### src/rtl/pwm_pkg.sv
// Shared helpers for the LED PWM fade bank: channel-index width and the
// saturating ramp step applied to each channel's duty at the period wrap.
package pwm_pkg;

    localparam int RAMP_W = 32;

    function automatic int chan_idx_w(input int channels);
        return (channels > 1) ? $clog2(channels) : 1;
    endfunction

    // One bit of headroom keeps duty+step and duty-step from wrapping.
    function automatic logic [RAMP_W-1:0] ramp_next(
        input logic [RAMP_W-1:0] duty,
        input logic [RAMP_W-1:0] target,
        input logic [RAMP_W-1:0] step
    );
        logic [RAMP_W:0]   sum;
        logic [RAMP_W:0]   diff;
        logic [RAMP_W-1:0] result;
        sum    = {1'b0, duty} + {1'b0, step};
        diff   = {1'b0, duty} - {1'b0, step};
        result = duty;
        if (step == '0) begin
            result = target;
        end else if (duty < target) begin
            result = (sum > {1'b0, target}) ? target : sum[RAMP_W-1:0];
        end else if (duty > target) begin
            result = (diff[RAMP_W] || (diff[RAMP_W-1:0] < target)) ? target : diff[RAMP_W-1:0];
        end
        return result;
    endfunction

endpackage

### src/rtl/pwm_fade_chan.sv
// One fading PWM channel: holds target/step/duty, ramps duty at each period
// wrap and compares the shared counter against the live duty.
module pwm_fade_chan
    import pwm_pkg::*;
#(
    parameter int WIDTH = 8
) (
    input  logic             clk_i,
    input  logic             rst_n_i,
    input  logic             wr_en_i,
    input  logic             wrap_i,
    input  logic [WIDTH-1:0] cnt_i,
    input  logic [WIDTH-1:0] cfg_target_i,
    input  logic [WIDTH-1:0] cfg_step_i,
    output logic             pwm_o,
    output logic             busy_o
);

    logic [WIDTH-1:0] target_q;
    logic [WIDTH-1:0] step_q;
    logic [WIDTH-1:0] duty_q;
    logic [WIDTH-1:0] duty_d;
    logic             pwm_q;

    always_comb begin
        duty_d = duty_q;
        if (wrap_i) begin
            duty_d = WIDTH'(ramp_next(RAMP_W'(duty_q), RAMP_W'(target_q), RAMP_W'(step_q)));
        end
    end

    always_ff @(posedge clk_i or negedge rst_n_i) begin
        if (!rst_n_i) begin
            target_q <= '0;
            step_q   <= '0;
            duty_q   <= '0;
            pwm_q    <= 1'b0;
        end else begin
            if (wr_en_i) begin
                target_q <= cfg_target_i;
                step_q   <= cfg_step_i;
            end
            duty_q <= duty_d;
            pwm_q  <= (cnt_i < duty_q);
        end
    end

    assign pwm_o  = pwm_q;
    assign busy_o = (duty_q != target_q);

endmodule

### src/rtl/pwm_fade_bank.sv
// Multi-channel fading PWM bank: shared prescaler and period counter, config
// handshake, one pwm_fade_chan per output.
module pwm_fade_bank
    import pwm_pkg::*;
#(
    parameter  int CHANNELS   = 4,
    parameter  int WIDTH      = 8,
    parameter  int PRESC_W    = 8,
    localparam int CHAN_IDX_W = chan_idx_w(CHANNELS)
) (
    input  logic                  clk_i,
    input  logic                  rst_n_i,
    input  logic [PRESC_W-1:0]    prescale_i,
    input  logic                  cfg_valid_i,
    output logic                  cfg_ready_o,
    input  logic [CHAN_IDX_W-1:0] cfg_chan_i,
    input  logic [WIDTH-1:0]      cfg_target_i,
    input  logic [WIDTH-1:0]      cfg_step_i,
    output logic [CHANNELS-1:0]   pwm_o,
    output logic [CHANNELS-1:0]   busy_o,
    output logic                  period_o
);

    logic [PRESC_W-1:0] pre_cnt_q;
    logic [PRESC_W-1:0] pre_cnt_d;
    logic [WIDTH-1:0]   cnt_q;
    logic [WIDTH-1:0]   cnt_d;
    logic               tick;
    logic               wrap;
    logic               accept;

    // >= rather than == so shrinking prescale_i mid-count ticks immediately.
    assign tick = (pre_cnt_q >= prescale_i);
    assign wrap = tick && (cnt_q == '1);

    always_comb begin
        pre_cnt_d = pre_cnt_q + PRESC_W'(1);
        cnt_d     = cnt_q;
        if (tick) begin
            pre_cnt_d = '0;
            cnt_d     = cnt_q + WIDTH'(1);
        end
    end

    always_ff @(posedge clk_i or negedge rst_n_i) begin
        if (!rst_n_i) begin
            pre_cnt_q <= '0;
            cnt_q     <= '0;
        end else begin
            pre_cnt_q <= pre_cnt_d;
            cnt_q     <= cnt_d;
        end
    end

    // Writes are refused on the wrap clock so a duty update never races a config change.
    assign cfg_ready_o = rst_n_i && !wrap;
    assign period_o    = wrap;
    assign accept      = cfg_valid_i && cfg_ready_o;

    for (genvar c = 0; c < CHANNELS; c++) begin : g_chan
        pwm_fade_chan #(
            .WIDTH (WIDTH)
        ) u_chan (
            .clk_i        (clk_i),
            .rst_n_i      (rst_n_i),
            .wr_en_i      (accept && (cfg_chan_i == CHAN_IDX_W'(c))),
            .wrap_i       (wrap),
            .cnt_i        (cnt_q),
            .cfg_target_i (cfg_target_i),
            .cfg_step_i   (cfg_step_i),
            .pwm_o        (pwm_o[c]),
            .busy_o       (busy_o[c])
        );
    end

endmodule

### config.mk
export PLATFORM = sky130hd
export DESIGN_NAME = pwm_fade_bank
export DESIGN_NICKNAME = d
export VERILOG_FILES = /design/src/rtl/pwm_pkg.sv /design/src/rtl/pwm_fade_chan.sv /design/src/rtl/pwm_fade_bank.sv
export SDC_FILE = /design/constraint.sdc
export NUM_CORES = 1
export LEC_CHECK = 0
export CAP_MARGIN = 15
export CORE_ASPECT_RATIO = 1.5
export CORE_UTILIZATION = 60
export DETAILED_ROUTE_END_ITERATION = 10
export PLACE_DENSITY = 0.86
export SYNTH_ARGS = -nofsm -noshare
export SYNTH_HDL_FRONTEND = slang
export SYNTH_SLANG_ARGS = --single-unit
### constraint.sdc
create_clock -name clk_i -period 6.1 [get_ports clk_i]
set_input_delay 0.915 -clock clk_i [delete_from_list [all_inputs] [get_ports clk_i]]
set_output_delay 0.915 -clock clk_i [all_outputs]
set_load 0.01 [all_outputs]
==> flow_summary.ini, run 1 <==
[route]
drtIter0Drc = 601
vias = 9555
drc = 0
routedWlPerCell_um = 21.4
ant_nets = 0
drtPass1Iterations = 5
wl_mm = 31.2
vias_per_cell = 6.57

[finish]
final_util_pct = 67.6
drive_gt1_share_pct = 11.3
area_delta_synth_final_pct = 9.83
layout.nets = 1456
n_antenna_cell = 0

[global_route]
grt-ovfl-total = 0
grt_max_degree = 64
grt_pass1_vias = 9826
grt_pass1_wl_mm = 49.9
antenna_found_initial = 0
grt.total_usage_pct = 33.9

[clocking]
hold_buffers = 0
cts_root_buf = clkbuf_16
clock_sinks = 116
cts_tree = built
cts_max_level = 4
cts_setup_buffers = 0
cts.clk_slew.worst_paths_ns = 0.06
clockBufferDepth = 2
cts_resized = 0
cts_buffers = 17
clk_latency_ns = 0.43

[sta]
finClkSkew_ns = 0.0134
finalSetupTns_ns = 0
drv_slew = 0
hold_ws_ns = 0.506
min_period_over_period_pct = 84.7
hold_viol = 0
worst_slew_pin_slew_ns = 1.17
setup_viol = 0
max_freq_mhz = 194
fin_crit_ns = 5.16
rsz0062_at_grt = false
slew_headroom_pct = 21.4

[pwr]
p_int_mw = 2.30
powerDensity_nw_per_um2 = 316
seqPwrFrac_pct = 28.0
p_comb_share_pct = 46.0
power_mw = 3.85
leakage_nw = 5.80
p_clk_share_pct = 25.9
swShare_pct = 40.2
vdd_drop_max_mv = 0.225
p_sw_mw = 1.55

[floorplanning]
start_util_pct = 61.5
die_area_um2 = 19000
dieWidth_um = 113
core_area_um2 = 18000
dieHeight_um = 168
rows = 60
num_io_pins = 39

[worst_hold_path]
hp-class = reg -> reg
hold_depth = 1

[synthesis]
ys_warn_count = 0
synth.net_count = 1424
synth_edf_count = 0
seq_area_frac_synth_pct = 26.2
avgSynthCellArea_um2 = 9.29
ys_types = 77
synthArstFlopShare_pct = 100
synth_area_um2 = 11100
syn-instance-count = 1193
ys_ff_latch = 116
synth_top_flop_cell = dfrtp_1

[worst_setup_path]
critical_path_arrival_ns = 5.45
worstSetupStartpointType = flop
crit_chain = ha_1 -> fa_1 -> nor2b_1 -> o311ai_0 -> nand2_1 -> o311ai_0 -> ha_1 -> a21o_1 -> a211o_1 -> a2111oi_1 -> a2bb2oi_2 -> mux2_2 -> a221oi_1 -> o22ai_1
worstSetupStartpoint = g_chan[0].u_chan.duty_q[0]
crit_end = g_chan[0].u_chan.duty_q[4]
cpMaxStageDelayCell = o311ai_0
rrSetupSlack_ns = 0.94
worstPathMaxFanout = 10
endpoint_kind = flop
cp_top_family = compound AO/OA/AOI/OAI gates
rr_worst_depth = 14
r2r_end = g_chan[0].u_chan.duty_q[4]
cp_num_cells = 14
critPathKind = reg -> reg
crit_buf_inv = 0
r2r-start = g_chan[0].u_chan.duty_q[0]
required_ns = 6.39
max_stage_delay_ns = 0.60

[run]
cap_violations = 0

[placement]
port_buffers = 38
dp_hpwl_mm = 23.2
gp_congestion = 0.961

[outcome]
status = finished clean
==> power by group through the flow <==
stage	Clock, mW	Combinational, mW	Sequential [mW]
floorplan	0	1.32	1.01
global placement	0	1.65	1.07
detailed placement	0	1.72	1.08
CTS	0.998	1.75	1.07
global route	1.03	1.96	1.09
finish	0.997	1.77	1.08
==> cell usage after synthesis, types with 4 or more instances <==
cell / instances / area (um2)
nand3_1: 21 / 105
a222oi_1: 4 / 40.0
a31oi_1: 12 / 75.1
nor4_1: 13 / 81.3
nand2b_1: 20 / 125
clkbuf_1: 9 / 33.8
a21oi_1: 60 / 300
buf_4: 8 / 60.1
a21o_1: 35 / 263
o21ai_0: 37 / 185
a221oi_1: 7 / 61.3
mux2_2: 72 / 811
nor3_1: 18 / 90.1
buf_6: 4 / 45.0
xnor2_1: 36 / 315
inv_1: 132 / 495
o21a_1: 16 / 120
o22ai_1: 10 / 62.6
a32oi_1: 7 / 61.3
ha_1: 194 / 2430
nand4_1: 15 / 93.8
nor2_1: 85 / 319
fa_1: 8 / 160
and2_1: 13 / 81.3
o31ai_1: 4 / 30.0
and3_1: 7 / 43.8
a22oi_1: 8 / 60.1
o221ai_1: 4 / 35.0
o21bai_1: 8 / 60.1
xor2_1: 16 / 140
mux2i_1: 7 / 70.1
a211o_1: 9 / 78.8
a211oi_1: 19 / 143
o211ai_1: 17 / 128
buf_2: 8 / 40.0
o211a_1: 4 / 40.0
a221o_1: 4 / 40.0
or3_1: 7 / 43.8
or2_2: 8 / 50.1
a2bb2oi_1: 6 / 52.6
nor2b_1: 16 / 100
nand2_1: 44 / 165
dfrtp_1: 116 / 2900
==> state kept, by name (all words and copies together) (netlist names) <==
register / count
g_chan.u_chan.target_q: 32
cnt_q: 8
pre_cnt_q: 8
g_chan.u_chan.pwm_o: 4
g_chan.u_chan.duty_q: 32
g_chan.u_chan.step_q: 32
==> worst min-delay path by stage <==
stage	startpoint	slack (ns)	to
4_1_cts	g_chan[3].u_chan.target_q[6]	0.51	g_chan[3].u_chan.target_q[6]
6_report	g_chan[3].u_chan.target_q[6]	0.51	g_chan[3].u_chan.target_q[6]
3_3_place_gp	g_chan[3].u_chan.target_q[6]	0.49	g_chan[3].u_chan.target_q[6]
5_1_grt	g_chan[0].u_chan.target_q[6]	0.52	g_chan[0].u_chan.target_q[6]
2_1_floorplan	pre_cnt_q[0]	0.47	pre_cnt_q[0]
3_5_place_dp	g_chan[0].u_chan.target_q[6]	0.50	g_chan[0].u_chan.target_q[6]
==> through the flow <==
step	worst slack (ns)	instances	area [um2]
after detailed placement	1.06	1423	11600
after global placement	1.33	1423	11600
after CTS	0.961	1455	12200
final	0.935	1455	12200
after floorplan	1.74	1193	11100
after global routing	0.596	1455	12200
==> layout make-up <==
| cell class | instances | area [um2] |
|---|---|---|
| flip-flops and latches | 116 | 2900 |
| clock inverters | 12 | 120 |
| well taps | 217 | 272 |
| repair buffers | 43 | 415 |
| inverters | 132 | 495 |
| clock buffers | 20 | 467 |
| multi-input cells | 915 | 7500 |
| fillers | 1350 | 5840 |
==> worst register-to-register path, stage by stage, from the launching register on <==
cell	delay, ns
dfrtp_1	0.42
ha_1	0.24
fa_1	0.40
nor2b_1	0.17
o311ai_0	0.60
nand2_1	0.14
o311ai_0	0.49
ha_1	0.35
a21o_1	0.17
a211o_1	0.31
a2111oi_1	0.44
a2bb2oi_2	0.47
mux2_2	0.40
a221oi_1	0.32
o22ai_1	0.11
==> cells by family after synthesis <==
family                   Yosys count  synth area share, %
AO/OA/AOI/OAI                    297                 19.0
XOR/XNOR                          52                 4.11
adder cells (fa/ha/maj)          202                 23.3
buffers and inverters            162                 6.13
flip-flops                       116                 26.2
multiplexers                      79                 7.94
AND/OR/NAND/NOR                  285                 13.3
==> cell usage in the layout, fill, tap and decap left out, drive strengths merged, types with 15 or more instances in the layout <==
cell             n
a211oi          19
a21o            36
a21oi           61
clkbuf          20
clkdlybuf4s50   37
dfrtp          116
ha             194
inv            136
mux2            72
nand2           44
nand2b          20
nand3           22
nand4           15
nor2            86
nor2b           16
nor3            19
o211ai          18
o21a            16
o21ai           37
xnor2           36
xor2            16
==> layer usage <==
layer / vias up / part of all wire, % / track usage [%] / wire, um
li1: 4386 / - / - / -
met1: 4615 / 37 / 36.8 / 11500
met2: 407 / 51 / 60.2 / 15700
met3: 147 / 5.5 / 5.41 / 1710
met4: 0 / 7.0 / 23.8 / 2170
met5: - / 0 / 0 / 0
No activity file was read; power rests on OpenSTA's default activity.
==> run 2: changes to the inputs <==
CORE_UTILIZATION = 57   (was 60)
clock period = 4.7 ns   (was 6.1 ns; I/O delays follow)
==> run 2 against run 1 <==
Via count decreased by 0.44%. Non-clock buffer count increased by 8. Hold slack got worse by 0.34 ns. Clock power increased by 33%.
==> flow_summary.ini, run 2 (same netlist as run 1, synthesis figures left out) <==
[floorplanning]
dieHeight_um = 173
core_area_um2 = 19100
rows = 62
dieWidth_um = 116
start_util_pct = 58.1
die_area_um2 = 20000
num_io_pins = 39

[finish]
reg_top3 = g_chan.u_chan.duty_q x32, g_chan.u_chan.step_q x32, g_chan.u_chan.target_q x32
final_cell_mix = ha_1 (194), inv_1 (132), dfrtp_1 (116), nor2_1 (85), mux2_2 (72)
area_delta_synth_final_pct = 11.0
multiInputGateArea_um2 = 7510
drive_gt1_share_pct = 12.0
layout.nets = 1464
final_common_cell = ha_1
fill_cells = 1554
design_area_um2 = 12300
final_cells = 1503
final_util_pct = 64.5
regArea_um2 = 2900

[worst_hold_path]
hp-class = in -> async

[placement]
placedCellCount = 1470
port_buffers = 38
dp_hpwl_mm = 23.6
place_area_um2 = 11700
gp_congestion = 0.973

[route]
vias = 9513
ant_nets = 0
wl_mm = 30.4
drc = 0
vias_per_cell = 6.33
drtIter0Drc = 575
drtPass1Iterations = 6
routedWlPerCell_um = 20.2

[sta]
setup_viol = 0
fin_crit_ns = 4.49
rsz0062_at_grt = false
max_freq_mhz = 223
hold_ws_ns = 0.163
min_period_over_period_pct = 95.5
drv_slew = 0
worst_slew_pin_slew_ns = 0.908
slew_headroom_pct = 39.2
finalSetupTns_ns = 0
finClkSkew_ns = 0.00933
hold_viol = 0

[clocking]
cts_root_buf = clkbuf_16
cts_buffers = 17
clock_sinks = 116
clk_latency_ns = 0.42
clockBufferDepth = 2
cts.clk_slew.worst_paths_ns = 0.07
cts_max_level = 4
cts_tree = built

[global_route]
antenna_found_initial = 0
grt-ovfl-total = 0
grt_max_degree = 56
grt.total_usage_pct = 31.9
grt_pass1_wl_mm = 48.8
grt_pass1_vias = 9737

[worst_setup_path]
worstSetupStartpointType = flop
path_common_cell = ha_1
endpoint_kind = flop
required_ns = 4.99
max_stage_delay_ns = 0.41
critPathKind = reg -> reg
rr_worst_depth = 15
worstPathMaxFanout = 4
cpMaxStageDelayCell = dfrtp_1
crit_chain = ha_1 -> fa_1 -> nor2b_1 -> o311ai_0 -> buf_4 -> nand2_1 -> o311ai_2 -> ha_1 -> a21o_1 -> a211o_1 -> a2111oi_1 -> a2bb2oi_2 -> mux2_2 -> a221oi_1 -> o22ai_1
critical_path_arrival_ns = 4.78

[pwr]
vdd_drop_max_mv = 0.220
powerDensity_nw_per_um2 = 411
leakage_nw = 5.83

[run]
cap_violations = 0

[outcome]
status = finished clean
## run 2: path summary, 6_finish.rpt
kind | slack, ns | endpoint | start
max | 0.21 | g_chan[0].u_chan.duty_q[4] | g_chan[0].u_chan.duty_q[0]
min | 0.16 | g_chan[3].u_chan.duty_q[7] | rst_n_i
max reg2reg | 0.21 | g_chan[0].u_chan.duty_q[4] | g_chan[0].u_chan.duty_q[0]
min reg2reg | 0.52 | g_chan[3].u_chan.duty_q[5] | g_chan[3].u_chan.target_q[5]
max in group asynchronous | 3.49 | g_chan[1].u_chan.duty_q[6] | rst_n_i
min in group clk_i | 0.52 | g_chan[3].u_chan.duty_q[5] | g_chan[3].u_chan.target_q[5]
## run 2: per-stage QoR
stage               total power, mW  setup WS, ns
floorplan                      3.03         0.336
global placement               3.58         0.242
detailed placement             3.67        0.0549
CTS                            5.01        0.0424
global route                   5.38        0.0141
finish                         5.05         0.213
## run 2: area by class of cell
class	instances	area share [%]
Clock inverter	15	1.37
Antenna cell	1	0.0203
Sequential cell	116	23.6
Multi-Input combinational cell	915	61.1
Clock buffer	17	3.46
Tap cell	256	2.60
Inverter	132	4.03
Timing Repair Buffer	51	3.86
## run 2: critical path: cells and delay by family, from the launching register on
family                   cells  cell delay (ns)
AO/OA/AOI/OAI                8             2.19
adder cells (fa/ha/maj)      3             0.96
flip-flops                   1             0.41
buffers and inverters        1             0.20
AND/OR/NAND/NOR              2             0.23
multiplexers                 1             0.37
## run 2: timing repair
action                     4_1_cts  5_1_grt
setup endpoints to repair        0        8
setup buffers                    0        0
resized for setup                0        2
hold buffers                     0        0
hold endpoints to repair         0        0
## run 2: routing by layer
layer	part of all wire, %	track usage, %
met5	0	0
met4	7.0	22.1
met3	5.2	4.42
met2	51	55.1
met1	37	35.5
## run 2: report_power, final
group          internal (mW)  leakage, nW  switching, mW  total, mW
sequential              1.16         1.45          0.238       1.40
combinational           1.07         4.10           1.26       2.32
clock                  0.794        0.279          0.534       1.33
total                   3.02         5.83           2.03       5.05
==> run 3: changes to the inputs <==
CAP_MARGIN = 20   (was 15)
CORE_UTILIZATION = 60   (was 57)
clock period = 4.81 ns   (was 4.7 ns; I/O delays follow)
==> run 3 against run 2 <==
Die area is 4.9% lower. Clock power hardly changed. Count of clock-buffer cells in the layout stayed put. Hold slack better by 0.15 ns. First-iteration DRC count is 6.6% higher. Sequential power is 3% lower. Clock skew is 0.0014 ns higher. Critical endpoint is now g_chan[0].u_chan.duty_q[1]. Largest cell class unchanged.
==> flow_summary.ini, run 3 (same netlist as run 1, synthesis figures left out) <==
[outcome]
status = finished clean

[global_route]
grt_pass1_vias = 9853
grt_max_degree = 64
grt_pass1_wl_mm = 48.5
antenna_found_initial = 0
grt-ovfl-total = 0
grt.total_usage_pct = 33.0

[worst_setup_path]
rr_worst_depth = 16
max_stage_delay_ns = 0.42
required_ns = 5.11
critical_path_arrival_ns = 4.81
worstSetupStartpointType = flop
rrSetupSlack_ns = 0.31
critPathKind = reg -> reg
crit_chain = ha_1 -> fa_1 -> nor2b_1 -> o311ai_0 -> buf_4 -> nand2_1 -> o311ai_1 -> ha_1 -> a21o_1 -> a211o_1 -> a2111oi_1 -> a2bb2oi_2 -> buf_4 -> mux2_2 -> a221oi_1 -> o22ai_1
r2r_end = g_chan[0].u_chan.duty_q[1]
worstPathMaxFanout = 6
endpoint_kind = flop
r2r-start = g_chan[0].u_chan.duty_q[0]
cpMaxStageDelayCell = dfrtp_1

[route]
routedWlPerCell_um = 20.8
ant_nets = 0
vias = 9618
drc = 0
vias_per_cell = 6.58
wl_mm = 30.4
drtIter0Drc = 613
drtPass1Iterations = 6

[placement]
port_buffers = 38
dp_hpwl_mm = 23.1
gp_congestion = 0.969

[clocking]
cts_max_level = 4
clock_sinks = 116
clockBufferDepth = 2
hold_buffers = 0
cts.clk_slew.worst_paths_ns = 0.06
cts_tree = built
cts_root_buf = clkbuf_16
clk_latency_ns = 0.43
cts_buffers = 17

[floorplanning]
rows = 60
core_area_um2 = 18000
dieWidth_um = 113
start_util_pct = 61.5
num_io_pins = 39
die_area_um2 = 19000
dieHeight_um = 168

[pwr]
leakage_nw = 5.83
power_mw = 4.94
vdd_drop_max_mv = 0.294
powerDensity_nw_per_um2 = 403

[sta]
min_period_over_period_pct = 93.6
hold_viol = 0
setup_viol = 0
worst_slew_pin_slew_ns = 0.938
drv_slew = 0
finClkSkew_ns = 0.0107
max_freq_mhz = 222
finalSetupTns_ns = 0
rsz0062_at_grt = false
slew_headroom_pct = 37.2
fin_crit_ns = 4.50

[finish]
drive_gt1_share_pct = 11.7
fill_cells = 1369
reg_top3 = g_chan.u_chan.duty_q x32, g_chan.u_chan.step_q x32, g_chan.u_chan.target_q x32
multiInputGateArea_um2 = 7500
regArea_um2 = 2900
final_common_cell = ha_1
layout.nets = 1462
area_delta_synth_final_pct = 10.4
final_cell_mix = ha_1 (194), inv_1 (132), dfrtp_1 (116), nor2_1 (85), mux2_2 (72)

[run]
cap_violations = 0

[worst_hold_path]
hp-class = in -> async
-- run 3: how the worst max path moves through the flow --
stage                                     startpoint                    endpoint
after floorplan           g_chan[0].u_chan.duty_q[0]  g_chan[0].u_chan.duty_q[1]
after global placement    g_chan[0].u_chan.duty_q[0]  g_chan[0].u_chan.duty_q[1]
after detailed placement  g_chan[0].u_chan.duty_q[0]  g_chan[0].u_chan.duty_q[4]
after CTS                 g_chan[0].u_chan.duty_q[0]  g_chan[0].u_chan.duty_q[4]
after global routing      g_chan[0].u_chan.duty_q[0]  g_chan[0].u_chan.duty_q[1]
final                     g_chan[0].u_chan.duty_q[0]  g_chan[0].u_chan.duty_q[1]
-- run 3: through the flow --
step / hold WS (ns) / std cells / area, um2 / util [%] / setup slack [ns]
2_1_floorplan: 0.426 / 1193 / 11100 / - / 0.446
5_1_grt: 0.391 / 1460 / 12200 / 67.9 / 0.0612
4_1_cts: 0.365 / 1458 / 12200 / 67.8 / 0.0705
3_5_place_dp: 0.495 / 1427 / 11600 / 64.5 / 0.142
3_3_place_gp: 0.489 / 1427 / 11600 / 64.5 / 0.293
6_report: 0.314 / 1462 / 12200 / 68.0 / 0.306
-- run 3: routing by layer --
metal	track usage (%)	vias to the layer above	share of wire, %
li1	-	4415	-
met1	34.5	4610	36
met2	58.3	421	50
met3	6.37	172	6.1
met4	24.9	0	7.5
met5	0	-	0
-- run 3: critical path, delay by kind of cell (launching register included) --
kind                     cells  cell delay, ns
AO/OA/AOI/OAI                8            2.09
AND/OR/NAND/NOR              2            0.22
multiplexers                 1            0.33
buffers and inverters        2            0.35
adder cells (fa/ha/maj)      3            0.96
flip-flops                   1            0.42
-- run 3: cell type report --
type / instances / share of cell area [%]
diodes: 2 / 0.0409
clock buffers: 17 / 3.47
clock inverters: 14 / 1.45
inverters: 132 / 4.05
multi-input cells: 915 / 61.3
flip-flops and latches: 116 / 23.7
well taps: 217 / 2.22
repair buffers: 49 / 3.76
-- run 3: power by group --
group	switching [mW]	total, mW	internal [mW]
combinational	1.22	2.26	1.04
clock	0.502	1.32	0.816
sequential	0.226	1.36	1.14
total	1.95	4.94	2.99
-- run 3: repair_timing --
action | CTS | global route
gates resized for setup | 0 | 1
setup buffers | 0 | 2
endpoints found under the setup margin | 0 | 4
